<file path="config.mk">
export PLATFORM = sky130hd
export DESIGN_NAME = block_cost_engine
export DESIGN_NICKNAME = d
export VERILOG_FILES = /design/src/rtl/block_cost_engine.sv
export SDC_FILE = /design/constraint.sdc
export NUM_CORES = 1
export LEC_CHECK = 0
export ABC_AREA = 1
export BUFFER_PORTS_ARGS = -buffer_cell sky130_fd_sc_hd__buf_2
export CAP_MARGIN = 30
export CORE_AREA = 2 2 251 253
export CTS_CLUSTER_DIAMETER = 40
export DETAILED_ROUTE_END_ITERATION = 8
export DIE_AREA = 0 0 253 255
export PLACE_DENSITY = 0.62
export SYNTH_ARGS = -nofsm -noshare
export SYNTH_HDL_FRONTEND = slang
export SYNTH_SLANG_ARGS = --single-unit
</file>
<file path="constraint.sdc">
create_clock -name clk_in -period 10.5 [get_ports clk_in]
set_input_delay 0.525 -clock clk_in [delete_from_list [all_inputs] [get_ports clk_in]]
set_output_delay 0.525 -clock clk_in [all_outputs]
set_load 0.01 [all_outputs]
</file>
<file path="src/rtl/block_cost_engine.sv">
// Streaming block matcher: extracts shifted left/right windows per row, forms per-pixel
// SSD or SAD terms and accumulates them over BLOCK_H rows into a tagged valid/ready result.
module block_cost_engine #(
   parameter int PIX_W   = 8,
   parameter int BLOCK_W = 6,
   parameter int BLOCK_H = 6,
   parameter int TAG_W   = 9,
   localparam int COST_W = 2*PIX_W + $clog2(BLOCK_W*BLOCK_H),
   localparam int SH_W   = $clog2(BLOCK_W) + 1
) (
   input  logic                     clk_in,
   input  logic                     rst_in,
   input  logic                     flush_in,
   input  logic                     row_valid,
   output logic                     row_ready,
   input  logic                     mode_in,
   input  logic [TAG_W-1:0]         tag_in,
   input  logic [BLOCK_W*PIX_W-1:0] left_back_row,
   input  logic [BLOCK_W*PIX_W-1:0] left_front_row,
   input  logic [BLOCK_W*PIX_W-1:0] right_back_row,
   input  logic [BLOCK_W*PIX_W-1:0] right_front_row,
   input  logic [SH_W-1:0]          left_shift,
   input  logic [SH_W-1:0]          right_shift,
   output logic                     cost_valid,
   input  logic                     cost_ready,
   output logic [COST_W-1:0]        cost_out,
   output logic [TAG_W-1:0]         cost_tag,
   output logic                     cost_mode,
   output logic                     shift_err
);

   localparam int ROW_BITS = BLOCK_W*PIX_W;
   localparam int CAT_BITS = 2*ROW_BITS;
   localparam int IDX_W    = $clog2(CAT_BITS);
   localparam int CNT_W    = $clog2(BLOCK_H);
   localparam int ROW_W    = 2*PIX_W + $clog2(BLOCK_W);

   logic                accept, first_row, last_row, ls_bad, rs_bad;
   logic [SH_W-1:0]     ls_cl, rs_cl;
   logic [IDX_W-1:0]    l_base, r_base;
   logic [CAT_BITS-1:0] l_cat, r_cat;
   logic [ROW_BITS-1:0] l_win, r_win;

   logic [CNT_W-1:0]    cnt_q, cnt_d;
   logic                blk_mode_q, blk_mode_d;
   logic [TAG_W-1:0]    blk_tag_q, blk_tag_d;
   logic                s1_v_q, s1_v_d, s2_v_q, s2_v_d, s3_v_q, s3_v_d, done_q, done_d;
   logic [COST_W-1:0]   acc_q, acc_d;
   logic                inflight_q, inflight_d;
   logic                shift_err_q, shift_err_d;
   logic                cost_valid_q, cost_valid_d, cost_mode_q, cost_mode_d;
   logic [COST_W-1:0]   cost_out_q, cost_out_d;
   logic [TAG_W-1:0]    cost_tag_q, cost_tag_d;

   logic [ROW_BITS-1:0] s1_l_q, s1_r_q;
   logic                s1_first_q, s1_last_q, s1_mode_q;
   logic [TAG_W-1:0]    s1_tag_q;
   logic signed [PIX_W:0] diff_d    [BLOCK_W];
   logic signed [PIX_W:0] s2_diff_q [BLOCK_W];
   logic                s2_first_q, s2_last_q, s2_mode_q;
   logic [TAG_W-1:0]    s2_tag_q;
   logic [PIX_W-1:0]    mag [BLOCK_W];
   logic [2*PIX_W-1:0]  sq  [BLOCK_W];
   logic [ROW_W-1:0]    row_sum_d, s3_sum_q;
   logic                s3_first_q, s3_last_q, s3_mode_q;
   logic [TAG_W-1:0]    s3_tag_q;
   logic                done_mode_q;
   logic [TAG_W-1:0]    done_tag_q;

   // A new block may only start once the previous result has left (or is leaving) the output.
   assign row_ready = !flush_in && !inflight_q && (!cost_valid_q || cost_ready);
   assign accept    = row_valid && row_ready;
   assign first_row = (cnt_q == '0);
   assign last_row  = (cnt_q == CNT_W'(BLOCK_H-1));

   assign cost_valid = cost_valid_q;
   assign cost_out   = cost_out_q;
   assign cost_tag   = cost_tag_q;
   assign cost_mode  = cost_mode_q;
   assign shift_err  = shift_err_q;

   // Window start s selects pixels s..s+BLOCK_W-1 of {back,front}; out-of-range s clamps.
   always_comb begin
      l_cat  = {left_back_row, left_front_row};
      r_cat  = {right_back_row, right_front_row};
      ls_bad = (left_shift >= SH_W'(BLOCK_W));
      rs_bad = (right_shift >= SH_W'(BLOCK_W));
      ls_cl  = ls_bad ? SH_W'(BLOCK_W-1) : left_shift;
      rs_cl  = rs_bad ? SH_W'(BLOCK_W-1) : right_shift;
      l_base = IDX_W'(CAT_BITS - 1 - int'(ls_cl) * PIX_W);
      r_base = IDX_W'(CAT_BITS - 1 - int'(rs_cl) * PIX_W);
      l_win  = l_cat[l_base -: ROW_BITS];
      r_win  = r_cat[r_base -: ROW_BITS];
   end

   generate
      for (genvar gi = 0; gi < BLOCK_W; gi++) begin : g_pix
         assign diff_d[gi] = $signed({1'b0, s1_l_q[(BLOCK_W-1-gi)*PIX_W +: PIX_W]})
                           - $signed({1'b0, s1_r_q[(BLOCK_W-1-gi)*PIX_W +: PIX_W]});
         assign mag[gi] = s2_diff_q[gi][PIX_W] ? PIX_W'(-s2_diff_q[gi]) : s2_diff_q[gi][PIX_W-1:0];
         assign sq[gi]  = {{PIX_W{1'b0}}, mag[gi]} * {{PIX_W{1'b0}}, mag[gi]};
      end
   endgenerate

   always_comb begin
      row_sum_d = '0;
      for (int k = 0; k < BLOCK_W; k++) begin
         row_sum_d = row_sum_d + (s2_mode_q ? ROW_W'(mag[k]) : ROW_W'(sq[k]));
      end
   end

   always_comb begin
      cnt_d        = cnt_q;
      blk_mode_d   = blk_mode_q;
      blk_tag_d    = blk_tag_q;
      s1_v_d       = accept;
      s2_v_d       = s1_v_q && !flush_in;
      s3_v_d       = s2_v_q && !flush_in;
      done_d       = s3_v_q && s3_last_q && !flush_in;
      acc_d        = acc_q;
      inflight_d   = inflight_q;
      shift_err_d  = shift_err_q || (accept && (ls_bad || rs_bad));
      cost_valid_d = cost_valid_q;
      cost_out_d   = cost_out_q;
      cost_tag_d   = cost_tag_q;
      cost_mode_d  = cost_mode_q;

      if (flush_in) begin
         cnt_d = '0;
      end else if (accept) begin
         cnt_d = last_row ? '0 : cnt_q + CNT_W'(1);
         if (first_row) begin
            blk_mode_d = mode_in;
            blk_tag_d  = tag_in;
         end
      end

      if (flush_in) begin
         acc_d = '0;
      end else if (s3_v_q) begin
         acc_d = s3_first_q ? COST_W'(s3_sum_q) : acc_q + COST_W'(s3_sum_q);
      end

      if (flush_in) begin
         inflight_d = 1'b0;
      end else if (accept && last_row) begin
         inflight_d = 1'b1;
      end else if (done_q) begin
         inflight_d = 1'b0;
      end

      // Load beats pop: a result landing in the same cycle as a pop keeps cost_valid high.
      if (done_q && !flush_in) begin
         cost_valid_d = 1'b1;
         cost_out_d   = acc_q;
         cost_tag_d   = done_tag_q;
         cost_mode_d  = done_mode_q;
      end else if (cost_ready) begin
         cost_valid_d = 1'b0;
      end
   end

   always_ff @(posedge clk_in or posedge rst_in) begin
      if (rst_in) begin
         cnt_q        <= '0;
         blk_mode_q   <= 1'b0;
         blk_tag_q    <= '0;
         s1_v_q       <= 1'b0;
         s2_v_q       <= 1'b0;
         s3_v_q       <= 1'b0;
         done_q       <= 1'b0;
         acc_q        <= '0;
         inflight_q   <= 1'b0;
         shift_err_q  <= 1'b0;
         cost_valid_q <= 1'b0;
         cost_out_q   <= '0;
         cost_tag_q   <= '0;
         cost_mode_q  <= 1'b0;
      end else begin
         cnt_q        <= cnt_d;
         blk_mode_q   <= blk_mode_d;
         blk_tag_q    <= blk_tag_d;
         s1_v_q       <= s1_v_d;
         s2_v_q       <= s2_v_d;
         s3_v_q       <= s3_v_d;
         done_q       <= done_d;
         acc_q        <= acc_d;
         inflight_q   <= inflight_d;
         shift_err_q  <= shift_err_d;
         cost_valid_q <= cost_valid_d;
         cost_out_q   <= cost_out_d;
         cost_tag_q   <= cost_tag_d;
         cost_mode_q  <= cost_mode_d;
      end
   end

   // Datapath registers are qualified by the valid bits above and need no reset.
   always_ff @(posedge clk_in) begin
      s1_l_q      <= l_win;
      s1_r_q      <= r_win;
      s1_first_q  <= first_row;
      s1_last_q   <= last_row;
      s1_mode_q   <= first_row ? mode_in : blk_mode_q;
      s1_tag_q    <= first_row ? tag_in : blk_tag_q;
      s2_diff_q   <= diff_d;
      s2_first_q  <= s1_first_q;
      s2_last_q   <= s1_last_q;
      s2_mode_q   <= s1_mode_q;
      s2_tag_q    <= s1_tag_q;
      s3_sum_q    <= row_sum_d;
      s3_first_q  <= s2_first_q;
      s3_last_q   <= s2_last_q;
      s3_mode_q   <= s2_mode_q;
      s3_tag_q    <= s2_tag_q;
      done_mode_q <= s3_mode_q;
      done_tag_q  <= s3_tag_q;
   end

endmodule
</file>
# Word level (Yosys, flattened, before mapping)
# Index checks and enable logic that the tools add are counted.
# totals
regBits	289
input_bits	215
output_inout_bits	35
wordCells	119
# op_classes
n_addsub	21
multipliers	6
n_lt_le_gt_ge	2
eq_ne	1
n_shift	2
muxes	27
bitwise_logic	1
reduce_logical	22
# ops
operator	n
143-bit by 8-bit indexed part select with 48-bit output	2
8-bit by 8-bit multiplier with 16-bit output	6
16-bit two-way mux	6
22-bit two-way mux	3
8-bit by 8-bit subtractor with 9-bit output	6
8-bit two-way mux	6
8-bit negator	6
19-bit by 16-bit adder with 19-bit output	2
22-bit by 19-bit adder with 22-bit output	1
18-bit by 16-bit adder with 19-bit output	1
17-bit by 16-bit adder with 18-bit output	1
16-bit by 16-bit adder with 17-bit output	1
7-bit subtractor (first input constant)	2
1-bit logical AND	10
3-bit two-way mux	3
9-bit two-way mux	1
4-bit by 3-bit >= comparator with 1-bit output (second input constant)	2
4-bit two-way mux	2
1-bit two-way mux	6
2-bit nonzero test	3
3-bit by 1-bit adder with 3-bit output (second input constant)	1
3-bit == test (second input constant)	1
1-bit zero test	3
3-bit zero test	1
other kinds (4)	6

# Logic depth before layout (Yosys ltp)
# Gate-level depths: netlist of run 1.
# depth
word_depth	9
mapped_depth	40
mapped_depth_nobuf	40

# Worst setup path after synthesis of run 1
# No wires, ideal clock.
# synth_timing
path_type	flip-flop to flip-flop
from	register s2_diff_q[9] (netlist bit)
to	register s3_sum_q[16]
t_arrival_ps	7166
t_required_ps	10381
slack_ps	3215
path_stages_with_launch	40
n_path_buf	0
synth_period_minus_slack_ps	7285
cell_sequence	dfxtp_1 -> inv_2 -> ha_1 -> inv_1 -> nor3_2 -> nand3_1 -> nand2_1 -> nand2_1 -> nand2_1 -> inv_1 -> nor2_1 -> inv_1 -> fa_1 -> inv_1 -> fa_1 -> inv_1 -> fa_1 -> inv_1 -> (+4 left out) -> a21oi_1 -> o21ai_0 -> nand2_1 -> nand2_1 -> nor2_1 -> fa_1 -> fa_1 -> inv_1 -> fa_1 -> inv_1 -> ha_1 -> a21oi_1 -> nor2_1 -> nor2_1 -> nand3_1 -> nand2_1 -> nand2_1 -> xor2_1
# synth_via
elab_chain_len	6
# synth_rtl
element	line_no	rtl
from (decl)	59	logic signed [PIX_W:0] s2_diff_q [BLOCK_W];
from (signal assigned)	205	s2_diff_q <= diff_d;
8-bit negator	100	assign mag[gi] = s2_diff_q[gi][PIX_W] ? PIX_W'(-s2_diff_q[gi]) : s2_diff_q[gi][PIX_W-1:0];
8-bit two-way mux *	100	
8-bit by 8-bit multiplier with 16-bit output	101	assign sq[gi] = {{PIX_W{1'b0}}, mag[gi]} * {{PIX_W{1'b0}}, mag[gi]};
16-bit two-way mux *	108	row_sum_d = row_sum_d + (s2_mode_q ? ROW_W'(mag[k]) : ROW_W'(sq[k]));
19-bit by 16-bit adder with 19-bit output * (2 in series)	108	
named net row_sum_d[16]	64	logic [ROW_W-1:0] row_sum_d, s3_sum_q;
to (signal assigned)	210	s3_sum_q <= row_sum_d;
to (decl)	64	
# The timed path passes the listed nets; every way through them passes the cells marked *.
# A chain may end at the register's enable or synchronous reset.

# Worst setup path in the final report of run 1
# Same ends and word-level chain as after synthesis.

==> results of run 1 <==
synth_stat cells, drive strengths merged:
library cell / count / area share
nor3: 15 / 0.0029
dfrtp: 74 / 0.067
xor2: 69 / 0.022
nand2b: 1 / 0.00023
clkbuf: 42 / 0.0057
o21a: 7 / 0.0019
a211oi: 18 / 0.0054
fa: 221 / 0.16
o21ai: 307 / 0.057
nand3b: 9 / 0.0024
a21o: 18 / 0.0049
o221ai: 51 / 0.016
a31oi: 12 / 0.0027
a21boi: 1 / 0.00027
o21bai: 16 / 0.0043
o22ai: 8 / 0.0018
o31ai: 8 / 0.0022
nand2: 742 / 0.10
nand3: 128 / 0.023
dfxtp: 215 / 0.16
clkinv: 1 / 0.00014
a21oi: 222 / 0.040
xnor2: 33 / 0.010
mux2: 19 / 0.0077
a22oi: 2 / 0.00054
o211ai: 15 / 0.0041
ha: 257 / 0.12
a221oi: 15 / 0.0077
inv: 679 / 0.092
a311oi: 1 / 0.00032
nand4: 20 / 0.0047
or2: 52 / 0.012
o32ai: 2 / 0.00063
conb: 2 / 0.00027
nor3b: 2 / 0.00054
a31o: 1 / 0.00032
nor2: 366 / 0.050
buf: 59 / 0.014
worst max-delay path by stage:
stage	to	slack [ps]
final	s3_sum_q[16]	2070
after global routing	s3_sum_q[16]	1410
after CTS	s3_sum_q[16]	2200
after detailed placement	s3_sum_q[16]	2230
after global placement	s3_sum_q[16]	2250
after floorplan	s3_sum_q[16]	3210
worst reg2reg max path, delay by kind of cell (launching register included):
kind                     cells  cell delay (ps)
AND/OR/NAND/NOR             10             1050
flip-flops                   1              360
buffers and inverters        9              870
XOR/XNOR                     2              680
AO/OA/AOI/OAI                5             1000
adder cells (fa/ha/maj)     10             4330
final cells by class:
| class | instances | area (um^2) |
|---|---|---|
| fill | 6253 | 31200 |
| timing repair buffer | 248 | 1290 |
| clock buffer | 58 | 1220 |
| multi-input combinational | 2650 | 18500 |
| sequential | 289 | 6160 |
| clock inverter | 24 | 277 |
| inverter | 680 | 2550 |
| antenna | 1 | 2.50 |
| tap | 799 | 1000 |
routing by layer:
layer	vias to the layer above	global-route usage
li1	12200	-
met1	11100	0.293
met2	668	0.400
met3	97	0.0246
met4	0	0.0915
met5	-	0
cell families (layout without fill, tap and decap cells):
logic type | Yosys count | count (layout)
multiplexers | 19 | 19
AND/OR/NAND/NOR | 1335 | 1335
XOR/XNOR | 102 | 102
adder cells (fa/ha/maj) | 478 | 478
AO/OA/AOI/OAI | 704 | 704
flip-flops | 289 | 289
buffers and inverters | 781 | 1010
other | 2 | 13
stage by stage:
stage | setup slack (ps) | utilization
floorplan | 3210 | -
CTS | 2200 | 0.498
finish | 2070 | 0.498
global placement | 2250 | 0.474
detailed placement | 2230 | 0.474
global route | 1410 | 0.498
registers in the layout, summed over array words and instances (netlist names), 3 cells and up:
register	flops
s2_diff_q	54
done_tag_q	9
s2_tag_q	9
cost_out	22
s1_l_q	48
cost_tag	9
s1_r_q	48
s1_tag_q	9
acc_q	22
cnt_q	3
blk_tag_q	9
s3_tag_q	9
s3_sum_q	19
==> impl_metrics.env, run 1 <==
export IMPL_cp_max_fo=10
export IMPL_finalNetCount=4606
export IMPL_regToRegEndpoint="s3_sum_q[16]"
export IMPL_synth_cells=3710
export IMPL_antenna_found_initial=3
export IMPL_tns_ps=0
export IMPL_r2r_setup_slack_ps=2070
export IMPL_place_area_um2=29400
export IMPL_final_cell_mix="723 x nand2_1, 657 x inv_1, 362 x nor2_1"
export IMPL_wl_met2_um=35200
export IMPL_crit_required_ps=10930
export IMPL_overflow=0
export IMPL_placedCellCount=4665
export IMPL_cts_tree="done"
export IMPL_io_buffer_count=233
export IMPL_avgSynthCellArea_um2=7.46
export IMPL_clk_root_buffer_cell="clkbuf_16"
export IMPL_cts_setup_buffers=0
export IMPL_first_pass_iters=5
export IMPL_finalClockSkew_ps=32.6
export IMPL_crit_top_cell="inv_1"
export IMPL_top_layer="met4"
export IMPL_rsz0062_at_grt="no"
export IMPL_ctsHtreeMaxLevel=2
export IMPL_grt_pass1_vias=22900
export IMPL_critPathArrivalTime_ps=8860
export IMPL_drtAntennaViolNets=0
export IMPL_path_buf_inv=9
export IMPL_synth_top_family_by_area="adder cells"
export IMPL_instances_no_fill=4749
export IMPL_cap_viol_max_count=0
export IMPL_yosysSeqAreaShare=0.222
export IMPL_outcome="finished, final reports clean"
export IMPL_grt_pass1_wl_um=118000
export IMPL_hold_slack_ps=55.6
export IMPL_cp_num_cells=36
export IMPL_syn2layout_area_growth_pct=11.9
export IMPL_synth_area_um2=27700
export IMPL_ys_ff_latch=289
export IMPL_insertion_delay_ps=580
export IMPL_cp_end_kind="register"
export IMPL_worstRegToRegCells=36
export IMPL_m1WireLength_um=32300
export IMPL_slew_headroom=0.379
export IMPL_grt_use_total=0.230
export IMPL_grt_max_degree=102
export IMPL_cts_buffers_inserted=44
export IMPL_wirelength_um=74100
export IMPL_final_common_cell="nand2_1"
export IMPL_io_pins=250
export IMPL_muxShareOfSynthArea=0.00773
export IMPL_layout_drive_gt1_share=0.114
export IMPL_synth_adder_area_share=0.276
export IMPL_initial_core_util=0.445
export IMPL_max_freq_mhz=119
export IMPL_dr_wl_met3_um=3590
export IMPL_cts_buffer_depth=3
export IMPL_min_period_over_period=0.803
export IMPL_fp_dieH_um=255
export IMPL_synth_compound_area_frac=0.151
export IMPL_dieArea_um2=64500
export IMPL_ctsHoldBuffers=0
export IMPL_dp_hpwl_um=61000
export IMPL_setup_viol=0
export IMPL_drtIter0Drc=1381
export IMPL_vias_per_cell=5.07
export IMPL_worstReg2RegStart="s2_diff_q[9]"
export IMPL_final_area_um2=31000
export IMPL_drt_wirelength_per_cell_um=15.6
export IMPL_gp_congestion=0.933
export IMPL_min_path_type="in -> async"
export IMPL_core_um2=62200
export IMPL_cp_startpoint="s2_diff_q[9]"
export IMPL_postCtsResizedCells=0
export IMPL_ys_types=56
export IMPL_fin_crit_ps=8430
export IMPL_synth_xor_area_frac=0.0326
export IMPL_yosys_area_share_simple=0.198
export IMPL_path_clk_slew_ps=50
export IMPL_drc=0
export IMPL_crit_path_start_kind="register"
export IMPL_crit_path_max_incr_delay_ps=550
export IMPL_critical_path_class="reg -> reg"
export IMPL_ys_warn_count=0
export IMPL_cts_sinks=289
export IMPL_tightest_slew_ps=932
export IMPL_path_delay_family="adder cells"
export IMPL_hold_viol=0
export IMPL_vias=24100
export IMPL_crit_slowest_cell="fa_1"
export IMPL_fp_row_count=92
export IMPL_drv_slew=0
export IMPL_die_w_um=253
Power of run 1 is not shown: default switching activity piles up to over one toggle a cycle in this logic, so the estimate is an artifact.
==> run 2: changes to the inputs <==
--- a/config.mk
+++ b/config.mk
@@ -12,7 +12,7 @@
 export CTS_CLUSTER_DIAMETER = 40
 export DETAILED_ROUTE_END_ITERATION = 8
 export DIE_AREA = 0 0 253 255
-export PLACE_DENSITY = 0.62
+export PLACE_DENSITY = 0.64
 export SYNTH_ARGS = -nofsm -noshare
 export SYNTH_HDL_FRONTEND = slang
 export SYNTH_SLANG_ARGS = --single-unit
==> constraint.sdc (replaced) <==
create_clock -name clk_in -period 7.3 [get_ports clk_in]
set_input_delay 0.365 -clock clk_in [delete_from_list [all_inputs] [get_ports clk_in]]
set_output_delay 0.365 -clock clk_in [all_outputs]
set_load 0.01 [all_outputs]
==> impl_metrics.env, run 2 (same netlist as run 1, synthesis figures left out) <==
export IMPL_outcome="finished, final reports clean"
export IMPL_drv_slew=0
export IMPL_max_freq_mhz=137
export IMPL_ff_latch_area_um2=6170
export IMPL_critical_path_class="reg -> reg"
export IMPL_drtIter0Drc=1438
export IMPL_finalClockSkew_ps=10.3
export IMPL_grt_max_degree=75
export IMPL_cp_end_kind="register"
export IMPL_grt_pass1_vias=24000
export IMPL_fp_row_count=92
export IMPL_top_register="s2_diff_q"
export IMPL_grt_pass1_wl_um=122000
export IMPL_cts_buffers_inserted=42
export IMPL_crit_required_ps=7790
export IMPL_rsz0062_at_grt="yes"
export IMPL_min_period_over_period=0.998
export IMPL_wirelength_um=75800
export IMPL_clk_root_buffer_cell="clkbuf_16"
export IMPL_instances_no_fill=4955
export IMPL_die_w_um=253
export IMPL_placedCellCount=4851
export IMPL_overflow=0
export IMPL_finalNetCount=4815
export IMPL_min_path_type="in -> reg"
export IMPL_worstRegToRegCells=38
export IMPL_fin_crit_ps=7290
export IMPL_io_buffer_count=233
export IMPL_hold_viol=0
export IMPL_crit_top_cell="inv_2"
export IMPL_core_um2=62200
export IMPL_setup_viol=0
export IMPL_dp_hpwl_um=62000
export IMPL_dieArea_um2=64500
export IMPL_cts_sinks=289
export IMPL_critPathArrivalTime_ps=7770
export IMPL_cp_max_fo=4
export IMPL_cap_viol_max_count=0
export IMPL_drc=0
export IMPL_io_pins=250
export IMPL_top_regs="s2_diff_q x54, s1_l_q x48, s1_r_q x48"
export IMPL_final_cell_mix="693 x nand2_1, 629 x inv_1, 308 x nor2_1"
export IMPL_cts_tree="done"
export IMPL_insertion_delay_ps=560
export IMPL_tns_ps=0
export IMPL_gp_congestion=0.957
export IMPL_grt_use_total=0.235
export IMPL_first_pass_iters=6
export IMPL_crit_slowest_cell="fa_2"
export IMPL_antenna_found_initial=3
export IMPL_crit_path_start_kind="register"
export IMPL_slew_headroom=0.366
export IMPL_final_util=0.543
export IMPL_crit_path_max_incr_delay_ps=590
export IMPL_vias=25000
export IMPL_drt_wirelength_per_cell_um=15.3
export IMPL_nFillCells=5957
export IMPL_syn2layout_area_growth_pct=22.0
export IMPL_initial_core_util=0.445
export IMPL_holdPathStages=3
export IMPL_multiInputGateArea_um2=19600
export IMPL_ctsHtreeMaxLevel=2
export IMPL_vias_per_cell=5.04
export IMPL_final_common_cell="nand2_1"
export IMPL_cts_buffer_depth=3
export IMPL_layout_drive_gt1_share=0.219
export IMPL_tightest_slew_ps=946
export IMPL_drtAntennaViolNets=0
export IMPL_fp_dieH_um=255
export IMPL_largest_reg_flops=54
export IMPL_path_clk_slew_ps=60
[run 2: cell types whose count changed in the layout (fill, tap and decap cells not counted), sizes merged]
cell	previous run	this run
buf	248	458
bufinv	2	6
clkbuf	58	49
clkinv	13	11
clkinvlp	1	5
dlygate4sd3	0	1
inv	688	686
[run 2: path summary, 6_finish.rpt]
check,startpoint,to,slack (ps)
max,s2_diff_q[27],s3_sum_q[18],10
min,tag_in[6],s1_tag_q[6],40
max reg2reg,s2_diff_q[27],s3_sum_q[18],10
min in group asynchronous,rst_in,cost_tag[6],420
max in group asynchronous,rst_in,cost_out[14],6310
min reg2reg,s3_tag_q[2],done_tag_q[2],320
[run 2: cell type report]
class / count / area share
Clock buffer: 49 / 0.0337
Antenna cell: 1 / 0.0000741
Tap cell: 799 / 0.0296
Multi-Input combinational cell: 2650 / 0.580
Timing Repair Buffer: 459 / 0.0858
Inverter: 680 / 0.0758
Clock inverter: 28 / 0.0122
Sequential cell: 289 / 0.183
[run 2: through the flow]
step	worst slack (ps)	instance area (um^2)	hold slack, ps
5_1_grt	-336	33700	45.9
4_1_cts	-16.5	32600	13.5
2_1_floorplan	14.8	27700	310
3_5_place_dp	-232	30800	312
6_report	12.1	33700	44.0
3_3_place_gp	-72.9	30800	310
[run 2: critical path: cells and delay by family, from the launching register on]
| family | cells | cell delay, ps |
|---|---|---|
| AO/OA/AOI/OAI | 4 | 500 |
| XOR/XNOR | 2 | 350 |
| AND/OR/NAND/NOR | 13 | 1130 |
| buffers and inverters | 9 | 570 |
| flip-flops | 1 | 320 |
| adder cells (fa/ha/maj) | 10 | 4340 |
[run 2: what timing repair did]
| item | 4_1_cts | 5_1_grt |
|---|---|---|
| hold buffers | 0 | 1 |
| pin swaps | 12 | 107 |
| endpoints found under the setup margin | 7 | 12 |
| endpoints found under the hold margin | 0 | 26 |
| resized for setup | 39 | 282 |
| setup buffers | 5 | 20 |
[run 2: metal layers]
layer	vias to the layer above	GRT usage	part of all wire
met1	11500	0.298	0.44
met3	128	0.0290	0.048
met5	-	0	0.00015
met4	2	0.0774	0.034
li1	12700	-	-
met2	719	0.414	0.48
Power of run 2 is left out for the same reason.
